### src/rtl/cpu_sequencer_if.sv
// cpu_sequencer_if: bundles the decoder/datapath-facing signals of the
// CPU sequencer. The master modport is the sequencer itself. The slave
// modport is the decoder/datapath side, which supplies state, bus_in and
// zero_flag and consumes everything else.
interface cpu_sequencer_if;
    logic [3:0] state;
    logic [7:0] bus_in;
    logic       zero_flag;
    logic [3:0] cycle;
    logic [3:0] opcode;
    logic [3:0] operand;
    logic       halted;
    logic       fault;
    logic       c_pc_oe;
    logic       c_pc_inc;
    logic       c_pc_load;
    logic       c_mar_load;
    logic       c_ram_oe;
    logic       c_ram_we;
    logic       c_ir_load;
    logic       c_a_load;
    logic       c_a_oe;
    logic       c_b_load;
    logic       c_alu_oe;
    logic       c_alu_sub;
    logic       c_out_load;

    modport master (
        input  state, bus_in, zero_flag,
        output cycle, opcode, operand, halted, fault,
        output c_pc_oe, c_pc_inc, c_pc_load, c_mar_load, c_ram_oe, c_ram_we,
        output c_ir_load, c_a_load, c_a_oe, c_b_load, c_alu_oe, c_alu_sub,
        output c_out_load
    );

    modport slave (
        output state, bus_in, zero_flag,
        input  cycle, opcode, operand, halted, fault,
        input  c_pc_oe, c_pc_inc, c_pc_load, c_mar_load, c_ram_oe, c_ram_we,
        input  c_ir_load, c_a_load, c_a_oe, c_b_load, c_alu_oe, c_alu_sub,
        input  c_out_load
    );
endinterface

### src/rtl/cpu_sequencer.sv
// cpu_sequencer: steps the micro-cycle counter that feeds the decoder.
// It latches the instruction byte, tracks halt and decode faults, and
// expands the decoded state into per-cycle datapath control strobes.
//
// Optional feature macro: SINGLE_STEP_EN. It adds the step_mode/step
// inputs. With step_mode=1, the sequencer parks at cycle 0 and runs
// exactly one instruction for each rising edge of step.
//
// Handshake: this block uses no valid/ready pair. state is sampled every
// clock while the sequencer is running (not halted and not parked).
// Strobes are combinational and valid for the cycle in which the
// matching state is presented.
module cpu_sequencer #(
    parameter logic [3:0] MAX_CYCLE = 4'd7
) (
    input  logic clk,
    input  logic reset,
`ifdef SINGLE_STEP_EN
    input  logic step_mode,
    input  logic step,
`endif
    cpu_sequencer_if.master bus
);
    // Decoder state encoding shared with the decoder
    localparam logic [3:0] STATE_FETCH_PC   = 4'h0;
    localparam logic [3:0] STATE_FETCH_INST = 4'h1;
    localparam logic [3:0] STATE_LOAD_ADDR  = 4'h2;
    localparam logic [3:0] STATE_JUMP       = 4'h3;
    localparam logic [3:0] STATE_RAM_A      = 4'h4;
    localparam logic [3:0] STATE_RAM_B      = 4'h5;
    localparam logic [3:0] STATE_ALU_OP     = 4'h6;
    localparam logic [3:0] STATE_OUT_A      = 4'h7;
    localparam logic [3:0] STATE_STORE_A    = 4'h8;
    localparam logic [3:0] STATE_HALT       = 4'h9;
    localparam logic [3:0] STATE_NEXT       = 4'hF;

    // Opcodes that change strobe expansion
    localparam logic [3:0] OP_SUB = 4'h3;
    localparam logic [3:0] OP_JMP = 4'h6;
    localparam logic [3:0] OP_JEZ = 4'h7;
    localparam logic [3:0] OP_JNZ = 4'h8;

    logic [3:0] cycle_q;
    logic [3:0] opcode_q;
    logic [3:0] operand_q;
    logic       halted_q;
    logic       fault_q;
    logic       active;   // sequencer allowed to advance and drive strobes

`ifdef SINGLE_STEP_EN
    typedef enum logic {ST_PARK, ST_RUN} step_state_t;
    step_state_t step_st;
    logic        step_prev;

    assign active = (step_st == ST_RUN) || !step_mode;

    // Step-mode FSM: parks at cycle 0 and releases one instruction per step rising edge
    always_ff @(posedge clk) begin
        if (reset) begin
            step_st   <= ST_PARK;
            step_prev <= 1'b0;
        end else begin
            step_prev <= step;
            case (step_st)
                ST_PARK: if (!step_mode || (step && !step_prev)) step_st <= ST_RUN;
                ST_RUN:  if (step_mode && !halted_q && bus.state == STATE_NEXT) step_st <= ST_PARK;
                default: step_st <= ST_PARK;
            endcase
        end
    end
`else
    assign active = 1'b1;
`endif

    // Micro-cycle counter, IR latch and sticky halt/fault tracking
    always_ff @(posedge clk) begin
        if (reset) begin
            cycle_q   <= 4'd0;
            opcode_q  <= 4'd0;
            operand_q <= 4'd0;
            halted_q  <= 1'b0;
            fault_q   <= 1'b0;
        end else if (!halted_q && active) begin
            if (bus.state == STATE_NEXT) begin
                cycle_q <= 4'd0;
            end else begin
                if (bus.state == STATE_HALT) halted_q <= 1'b1;
                // Watchdog: a missing NEXT by MAX_CYCLE is a decode fault
                if (cycle_q == MAX_CYCLE) begin
                    fault_q  <= 1'b1;
                    halted_q <= 1'b1;
                end else if (bus.state != STATE_HALT) begin
                    cycle_q <= cycle_q + 4'd1;
                end
            end
            if (bus.state == STATE_FETCH_INST) begin
                opcode_q  <= bus.bus_in[7:4];
                operand_q <= bus.bus_in[3:0];
            end
        end
    end

    logic take;
    logic pc_oe, pc_inc, pc_load, mar_load, ram_oe, ram_we, ir_load;
    logic a_load, a_oe, b_load, alu_oe, alu_sub, out_load;

    assign take = (opcode_q == OP_JMP) ||
                  (opcode_q == OP_JEZ && bus.zero_flag) ||
                  (opcode_q == OP_JNZ && !bus.zero_flag);

    // Strobe expansion; quiet while in reset, halted or parked so nothing drives the bus
    always_comb begin
        pc_oe = 1'b0; pc_inc = 1'b0; pc_load = 1'b0; mar_load = 1'b0;
        ram_oe = 1'b0; ram_we = 1'b0; ir_load = 1'b0; a_load = 1'b0;
        a_oe = 1'b0; b_load = 1'b0; alu_oe = 1'b0; alu_sub = 1'b0;
        out_load = 1'b0;
        if (!reset && !halted_q && active) begin
            case (bus.state)
                STATE_FETCH_PC:   begin pc_oe = 1'b1; mar_load = 1'b1; end
                STATE_FETCH_INST: begin ram_oe = 1'b1; ir_load = 1'b1; pc_inc = 1'b1; end
                STATE_LOAD_ADDR:  begin ram_oe = 1'b1; mar_load = 1'b1; pc_inc = 1'b1; end
                STATE_JUMP: begin
                    ram_oe  = 1'b1;
                    pc_load = take;
                    pc_inc  = !take;
                end
                STATE_RAM_A:   begin ram_oe = 1'b1; a_load = 1'b1; end
                STATE_RAM_B:   begin ram_oe = 1'b1; b_load = 1'b1; end
                STATE_ALU_OP:  begin alu_oe = 1'b1; a_load = 1'b1; alu_sub = (opcode_q == OP_SUB); end
                STATE_OUT_A:   begin a_oe = 1'b1; out_load = 1'b1; end
                STATE_STORE_A: begin a_oe = 1'b1; ram_we = 1'b1; end
                default: ;
            endcase
        end
    end

    assign bus.cycle      = cycle_q;
    assign bus.opcode     = opcode_q;
    assign bus.operand    = operand_q;
    assign bus.halted     = halted_q;
    assign bus.fault      = fault_q;
    assign bus.c_pc_oe    = pc_oe;
    assign bus.c_pc_inc   = pc_inc;
    assign bus.c_pc_load  = pc_load;
    assign bus.c_mar_load = mar_load;
    assign bus.c_ram_oe   = ram_oe;
    assign bus.c_ram_we   = ram_we;
    assign bus.c_ir_load  = ir_load;
    assign bus.c_a_load   = a_load;
    assign bus.c_a_oe     = a_oe;
    assign bus.c_b_load   = b_load;
    assign bus.c_alu_oe   = alu_oe;
    assign bus.c_alu_sub  = alu_sub;
    assign bus.c_out_load = out_load;
endmodule
### src/flat_wrapper.sv
// flat-port wrapper written by rule: the top's interface ports become plain ports
module cpu_sequencer_flat 
#(
    parameter logic [3:0] MAX_CYCLE = 4'd7
)
  (clk, reset, bus_state, bus_bus_in, bus_zero_flag, bus_cycle, bus_opcode, bus_operand, bus_halted, bus_fault, bus_c_pc_oe, bus_c_pc_inc, bus_c_pc_load, bus_c_mar_load, bus_c_ram_oe, bus_c_ram_we, bus_c_ir_load, bus_c_a_load, bus_c_a_oe, bus_c_b_load, bus_c_alu_oe, bus_c_alu_sub, bus_c_out_load);
  cpu_sequencer_if bus_i ();
  input  logic clk;
  input  logic reset;
  input wire logic [$bits(bus_i.state)-1:0] bus_state;
  input wire logic [$bits(bus_i.bus_in)-1:0] bus_bus_in;
  input wire logic [$bits(bus_i.zero_flag)-1:0] bus_zero_flag;
  output wire logic [$bits(bus_i.cycle)-1:0] bus_cycle;
  output wire logic [$bits(bus_i.opcode)-1:0] bus_opcode;
  output wire logic [$bits(bus_i.operand)-1:0] bus_operand;
  output wire logic [$bits(bus_i.halted)-1:0] bus_halted;
  output wire logic [$bits(bus_i.fault)-1:0] bus_fault;
  output wire logic [$bits(bus_i.c_pc_oe)-1:0] bus_c_pc_oe;
  output wire logic [$bits(bus_i.c_pc_inc)-1:0] bus_c_pc_inc;
  output wire logic [$bits(bus_i.c_pc_load)-1:0] bus_c_pc_load;
  output wire logic [$bits(bus_i.c_mar_load)-1:0] bus_c_mar_load;
  output wire logic [$bits(bus_i.c_ram_oe)-1:0] bus_c_ram_oe;
  output wire logic [$bits(bus_i.c_ram_we)-1:0] bus_c_ram_we;
  output wire logic [$bits(bus_i.c_ir_load)-1:0] bus_c_ir_load;
  output wire logic [$bits(bus_i.c_a_load)-1:0] bus_c_a_load;
  output wire logic [$bits(bus_i.c_a_oe)-1:0] bus_c_a_oe;
  output wire logic [$bits(bus_i.c_b_load)-1:0] bus_c_b_load;
  output wire logic [$bits(bus_i.c_alu_oe)-1:0] bus_c_alu_oe;
  output wire logic [$bits(bus_i.c_alu_sub)-1:0] bus_c_alu_sub;
  output wire logic [$bits(bus_i.c_out_load)-1:0] bus_c_out_load;
  assign bus_i.state = bus_state;
  assign bus_i.bus_in = bus_bus_in;
  assign bus_i.zero_flag = bus_zero_flag;
  assign bus_cycle = bus_i.cycle;
  assign bus_opcode = bus_i.opcode;
  assign bus_operand = bus_i.operand;
  assign bus_halted = bus_i.halted;
  assign bus_fault = bus_i.fault;
  assign bus_c_pc_oe = bus_i.c_pc_oe;
  assign bus_c_pc_inc = bus_i.c_pc_inc;
  assign bus_c_pc_load = bus_i.c_pc_load;
  assign bus_c_mar_load = bus_i.c_mar_load;
  assign bus_c_ram_oe = bus_i.c_ram_oe;
  assign bus_c_ram_we = bus_i.c_ram_we;
  assign bus_c_ir_load = bus_i.c_ir_load;
  assign bus_c_a_load = bus_i.c_a_load;
  assign bus_c_a_oe = bus_i.c_a_oe;
  assign bus_c_b_load = bus_i.c_b_load;
  assign bus_c_alu_oe = bus_i.c_alu_oe;
  assign bus_c_alu_sub = bus_i.c_alu_sub;
  assign bus_c_out_load = bus_i.c_out_load;
  cpu_sequencer #(.MAX_CYCLE(MAX_CYCLE)) u_core (.clk(clk), .reset(reset), .bus(bus_i));
endmodule
### config.mk
export PLATFORM = sky130hd
export DESIGN_NAME = cpu_sequencer_flat
export DESIGN_NICKNAME = d
export VERILOG_FILES = /design/src/rtl/cpu_sequencer_if.sv /design/src/rtl/cpu_sequencer.sv /design/src/flat_wrapper.sv
export SDC_FILE = /design/constraint.sdc
export NUM_CORES = 1
export LEC_CHECK = 0
export ABC_AREA = 1
export ABC_CLOCK_PERIOD_IN_PS = 1500
export CORE_ASPECT_RATIO = 1.1
export CORE_MARGIN = 1.5
export CORE_UTILIZATION = 40
export DETAILED_ROUTE_END_ITERATION = 12
export PLACE_DENSITY = 0.9
export SLEW_MARGIN = 10
export SYNTH_ARGS = -nofsm -noshare
export SYNTH_HDL_FRONTEND = slang
export SYNTH_SLANG_ARGS = --single-unit
### constraint.sdc
create_clock -name clk -period 1.5 [get_ports clk]
set_input_delay 0.3 -clock clk [delete_from_list [all_inputs] [get_ports clk]]
set_output_delay 0.3 -clock clk [all_outputs]
set_load 0.005 [all_outputs]
=== Yosys cells after proc, flatten, opt, wreduce, memory -nomap -nowiden ===
Index checks and enable logic that the tools add are counted.
Widths: inputs -> output; s select.

* Register bits: 14
* Bits of input ports: 15

* Add/sub/neg operators: 1
* Eq/ne operators: 17
* Mux-type cells: 33
* Bitwise logic cells: 2
* Reduce and logical (&&, ||, !) cells: 19

{| class="wikitable"
|+ Operator list
! operator !! count
|-
| $mux 1 || 29
|-
| $eq 4x3->1 const B || 7
|-
| $eq 4x4->1 const B || 4
|-
| $eq 4x2->1 const B || 3
|-
| $mux 4 || 3
|-
| $reduce_or 2->1 || 4
|-
| $reduce_and 3->1 || 2
|-
| $reduce_or 5->1 || 1
|-
| $add 4x1->4 const B || 1
|-
| $eq 4x1->1 const B || 1
|-
| $logic_not 1->1 || 4
|-
| $logic_not 4->1 || 1
|-
| $ne 4x4->1 const B || 1
|-
| $logic_and 1x1->1 || 3
|-
| $logic_or 1x1->1 || 2
|-
| $ne 2x1->1 const B || 1
|-
| $not 1->1 || 2
|-
| $pmux 1 s2 || 1
|-
| $reduce_and 2->1 || 1
|-
| $reduce_bool 2->1 || 1
|}

=== Logic depth before layout (Yosys ltp) ===
* Depth in word-level cells: 7
* Gate-level depth with buffers: 9

=== Worst setup path before layout ===
No wires, ideal clock.

* Kind: register to output
* Start point: reg u_core.halted_q, in the netlist u_core.bus.halted
* End point: out bus_c_alu_sub
* Data arrival time: 1.027 ns
* Setup slack: 0.173 ns
* Cell stages (with the launch flop): 5
* Buffers on the path: 0
* Cell sequence: dfxtp_1 > nor2_2 > nand2_2 > nor3_2 > nor3b_2

* Longest elaborated chain between the ends: 3

{| class="wikitable"
|+ RTL lines
! what !! RTL line !! RTL
|-
| from (decl) || cpu_sequencer.sv:46 || <nowiki>logic halted_q;</nowiki>
|-
| from (signal assigned) || cpu_sequencer.sv:81 || <nowiki>halted_q <= 1'b0;</nowiki>
|-
| from (signal assigned) || cpu_sequencer.sv:87 || <nowiki>if (bus.state == STATE_HALT) halted_q <= 1'b1;</nowiki>
|-
| from (signal assigned) || cpu_sequencer.sv:91 || <nowiki>halted_q <= 1'b1;</nowiki>
|-
| $logic_not 1->1 || cpu_sequencer.sv:117 || <nowiki>if (!reset && !halted_q && active) begin</nowiki>
|-
| $logic_and 1x1->1 || cpu_sequencer.sv:117 ||
|-
| $mux 1 || cpu_sequencer.sv:117 ||
|-
| to (decl) || flat_wrapper.sv:29 || <nowiki>output wire logic [$bits(bus_i.c_alu_sub)-1:0] bus_c_alu_sub;</nowiki>
|}

Every way passes these cells.

=== Worst setup path in the final report ===
Same ends and word-level chain as after synthesis.

==> results.md <==
- The number of enable flip-flop cells after synthesis is 0.
- The slew at the pin closest to its max-slew limit is 0.2889 ns.
- After layout, the worst setup slack is -0.3843 ns.
- For the final database, setup skew stands at 0.002748 ns.
- The post-CTS clock slew at the launch and capture registers of the worst setup and hold paths is 0.08 ns.
- The worst register-to-register path begins at u_core.bus.cycle[0].
- The routed layout has 1258 vias.
- The total negative slack is -1.498 ns.
- The via count of the first global-routing pass is 1125.
- Counting every instance in the synthesized netlist gives 134.
- The number of rows created at floorplan is 17.
- The critical path goes through nor2_4 > buf_6 > nand2_4 > nor3_4 > nor3b_2 > buf_2.
- The number of antenna violations at the first check in global routing is 0.
- The final weighted congestion in routability-driven placement is 0.8013.
- The number of hold-slack violations in the final timing report is 0.
- The total congestion overflow is 0.
- The data required time of the critical path is 1.20 ns.
- The first-pass iteration count of the detailed router is 4.
- Sequential elements use 31.86% of the synthesized area.
- Max-cap violations in this run came to 0.
- Static timing analysis puts the maximum clock frequency at 530.7 MHz.
- Along the worst path, the maximum fanout reaches 2.
- The hold path endpoint is u_core.bus.operand[3].
- The maximum clock insertion buffer count is 2.
- The number of pins with negative max-slew slack in the final report is 0.
- Compared with the post-synthesis result, the final layout area differs by 95.31%.
- Measured on the finished design, the core utilization comes to 84.13%.
- The endpoint of the most critical register-to-register path is u_core.bus.cycle[3].
- In the routed design, unresolved DRC markers number 0.
- Setup repair after global routing could not meet its margin everywhere.
- Power spread over the standard cell area amounts to 578.2 nW/um^2.
- The total of buffers placed on input and output ports is 41.
- The Yosys step of the flow raised 0 warnings.
- The floorplan die width is 47.71 um.
- The flip-flop cell with the highest count after synthesis is sky130_fd_sc_hd__dfxtp_1.
- The total inserted antenna cells is 0.
- By area the synthesized netlist is led by sky130_fd_sc_hd__dfxtp_1 32%, sky130_fd_sc_hd__nand2_1 12%, sky130_fd_sc_hd__inv_1 12%, sky130_fd_sc_hd__nor2_1 9.0%, sky130_fd_sc_hd__nand3_1 4.6%.
- The synthesized design contains 14 register bits.
- The number of clock sinks is 14.
- The path class of the tightest hold or removal check is reg -> reg.
- Summing every instance area after synthesis gives 879.6 sq um.
- The critical path crosses 6 cells after its start point.
- The post-route netlist has 43.98% of its cells at a drive strength greater than 1.
- The initial utilization of the core area, before any placement, comes to 43.08%.
- Grouping stages by cell kind, the critical path spends the most delay in simple AND/OR/NAND/NOR gates.
- In the synthesized netlist, the cells that appear most often are 28 x sky130_fd_sc_hd__nand2_1, 27 x sky130_fd_sc_hd__inv_1, 21 x sky130_fd_sc_hd__nor2_1.
- The run finished, with violations left.
- The number of levels the H-tree was split into is 1.
- The checks that failed: negative setup slack.
- In this run the tightest slew margin relative to its limit is 80.67%.
- After synthesis, the largest area contributor takes up 31.86% of total cell area.
- The cell type contributing the most total cell area after synthesis is sky130_fd_sc_hd__dfxtp_1.
- The I/O pin total is 42.
- The smallest clock period supported by the final layout is computed as 1.884 ns.
- The delay of the slowest critical-path stage is 0.35 ns.
- The routed length per placed instance is 15.36 um.
- The most repeated cell in the gate-level netlist after synthesis is sky130_fd_sc_hd__nand2_1.
- Counting both buffers and inverters, the worst setup path holds a total of 2.
- The CTS tree is yes.
- The CTS buffer count is 3.
- The net count of the finished layout is 233.
- The count of cell types in the netlist is 26.
- The critical-path cell with the highest stage delay is sky130_fd_sc_hd__dfxtp_2.
- The placeable core region is 2042 sq um.
- The first global-routing pass estimated 4850 um of wire.
- In this run the most critical hold path is launched from u_core.bus.operand[3].
- The post-route antenna net violation count is 0.
- In this run, placement finished with an instance count of 227.
- The setup violation total in the final timing report is 14.
- The critical path is of the reg -> out type.
- The final clock period utilization by the worst path is 125.6%.
- The nature of the critical path startpoint is a register.
- The setup check on the worst reg-to-reg path leaves a slack of 0.18 ns.
- The synthesized net count is 150.
- For this run, asynchronously set or reset flops after synthesis account for 0%.
- The number of cells in the finished layout apart from fillers is 244.
- Using the TritonRoute via totals, the vias-per-cell ratio works out to 5.156.
- The post-detailed-routing wire length is 3747 um.
- The largest net degree at the start of global routing is 17.
- The die area is 2490 sq um.
- The type of element capturing the critical path is an output port.
- Counting instances, the worst hold path has a depth of 2.
- The average footprint of a synthesized cell is 6.564 sq um.
- The tree is rooted in a sky130_fd_sc_hd__clkbuf_4.
- The overall track demand over capacity in global routing is 28.35%.
- The overall die height is 52.18 um.
- The total of hold buffers inserted after clock tree synthesis is 0.
- The static leakage power is 0.0008782 uW.
- The worst hold margin is 0.5061 ns.
- The design draws 993.2 uW.
- The first-iteration detailed-routing DRC count is 32.
- STA puts the critical path data arrival time at 1.58 ns.
- The number of cells on the worst reg-to-reg path is 7.
- IR analysis of the VDD net gives a maximum drop of 666.1 uV.
- At the later pin of the worst-skew pair, clock insertion delay measures 0.28 ns.
- The placed wire-length estimate after detailed placement is 2129 um.
## what timing repair did
action	CTS	global route
gates cloned	0	1
gates resized for setup	104	8
pin swaps	13	7
buffers inserted	10	5
setup endpoints to repair	28	18
## state kept, by name, summed over array words and instances, names as in the netlist
signal / cells
u_core.bus.opcode: 4
u_core.bus.halted: 1
u_core.bus.cycle: 4
u_core.bus.operand: 4
u_core.bus.fault: 1
## per-layer routing
layer	vias up	routed length (um)	global-route usage (%)
met5	-	0	0
met4	0	238	14.86
met3	24	232	4.483
met2	81	1983	54.44
met1	565	1293	26.55
li1	588	-	-
## per-stage QoR
| step | area, sq um | setup slack (ns) |
|---|---|---|
| floorplan | 879.6 | 0.1730 |
| global placement | 1505 | -0.6609 |
| detailed placement | 1505 | -0.7602 |
| CTS | 1657 | -0.1690 |
| global route | 1718 | -0.4640 |
| finish | 1718 | -0.3843 |
## worst register-to-register path, delay by kind of cell, from the launching register on
family                     cells  cell delay [ns]
AOI/OAI and AO/OA              1             0.07
adders and majority gates      1             0.22
buffers and inverters          1             0.06
DFF                            1             0.37
and+or+nand+nor                4             0.49
## layout make-up
class | count | area [sq um]
multi-input cells | 90 | 580.6
inverters | 28 | 107.6
flip-flops and latches | 14 | 295.3
fillers | 123 | 324.1
clock buffers | 4 | 36.28
well taps | 28 | 35.03
repair buffers | 80 | 663.1
## power breakdown
| part | total (uW) | switching [uW] | leakage (uW) | internal (uW) |
|---|---|---|---|---|
| Clock | 269 | 122 | 0.0000210 | 148 |
| Sequential | 409 | 18.5 | 0.000118 | 390 |
| Combinational | 315 | 151 | 0.000739 | 164 |
## logic make-up (layout without fill, tap and decap cells)
logic type,Yosys count,count (layout),share of synthesized area (%)
simple gates,70,71,37.84
buf+inv,31,112,15.93
compound gates,18,18,12.94
flops,14,14,31.86
fa+ha+maj,1,1,1.422
## cells in the final DEF, fill, tap and decap left out, drive strengths merged
cell type / instances
clkdlybuf4s50: 18
dfxtp: 14
nand2: 30
ha: 1
nor3: 2
o22ai: 1
o21bai: 1
o211ai: 5
clkbuf: 4
a21oi: 3
inv: 28
o21ai: 7
dlygate4sd2: 8
nand4: 3
clkdlybuf4s15: 2
o31ai: 1
nor3b: 1
nand3: 8
nor2: 27
buf: 52
## worst max-delay path by stage
stage | slack, ns | endpoint | start
floorplan | 0.17 | bus_c_alu_sub | u_core.bus.halted
global placement | -0.66 | bus_c_alu_sub | bus_state[2]
detailed placement | -0.76 | bus_c_pc_inc | bus_state[3]
CTS | -0.17 | bus_c_alu_sub | u_core.bus.halted
global route | -0.46 | bus_c_alu_sub | u_core.bus.halted
finish | -0.38 | bus_c_alu_sub | u_core.bus.halted
Power figures use the tool's default switching activity.
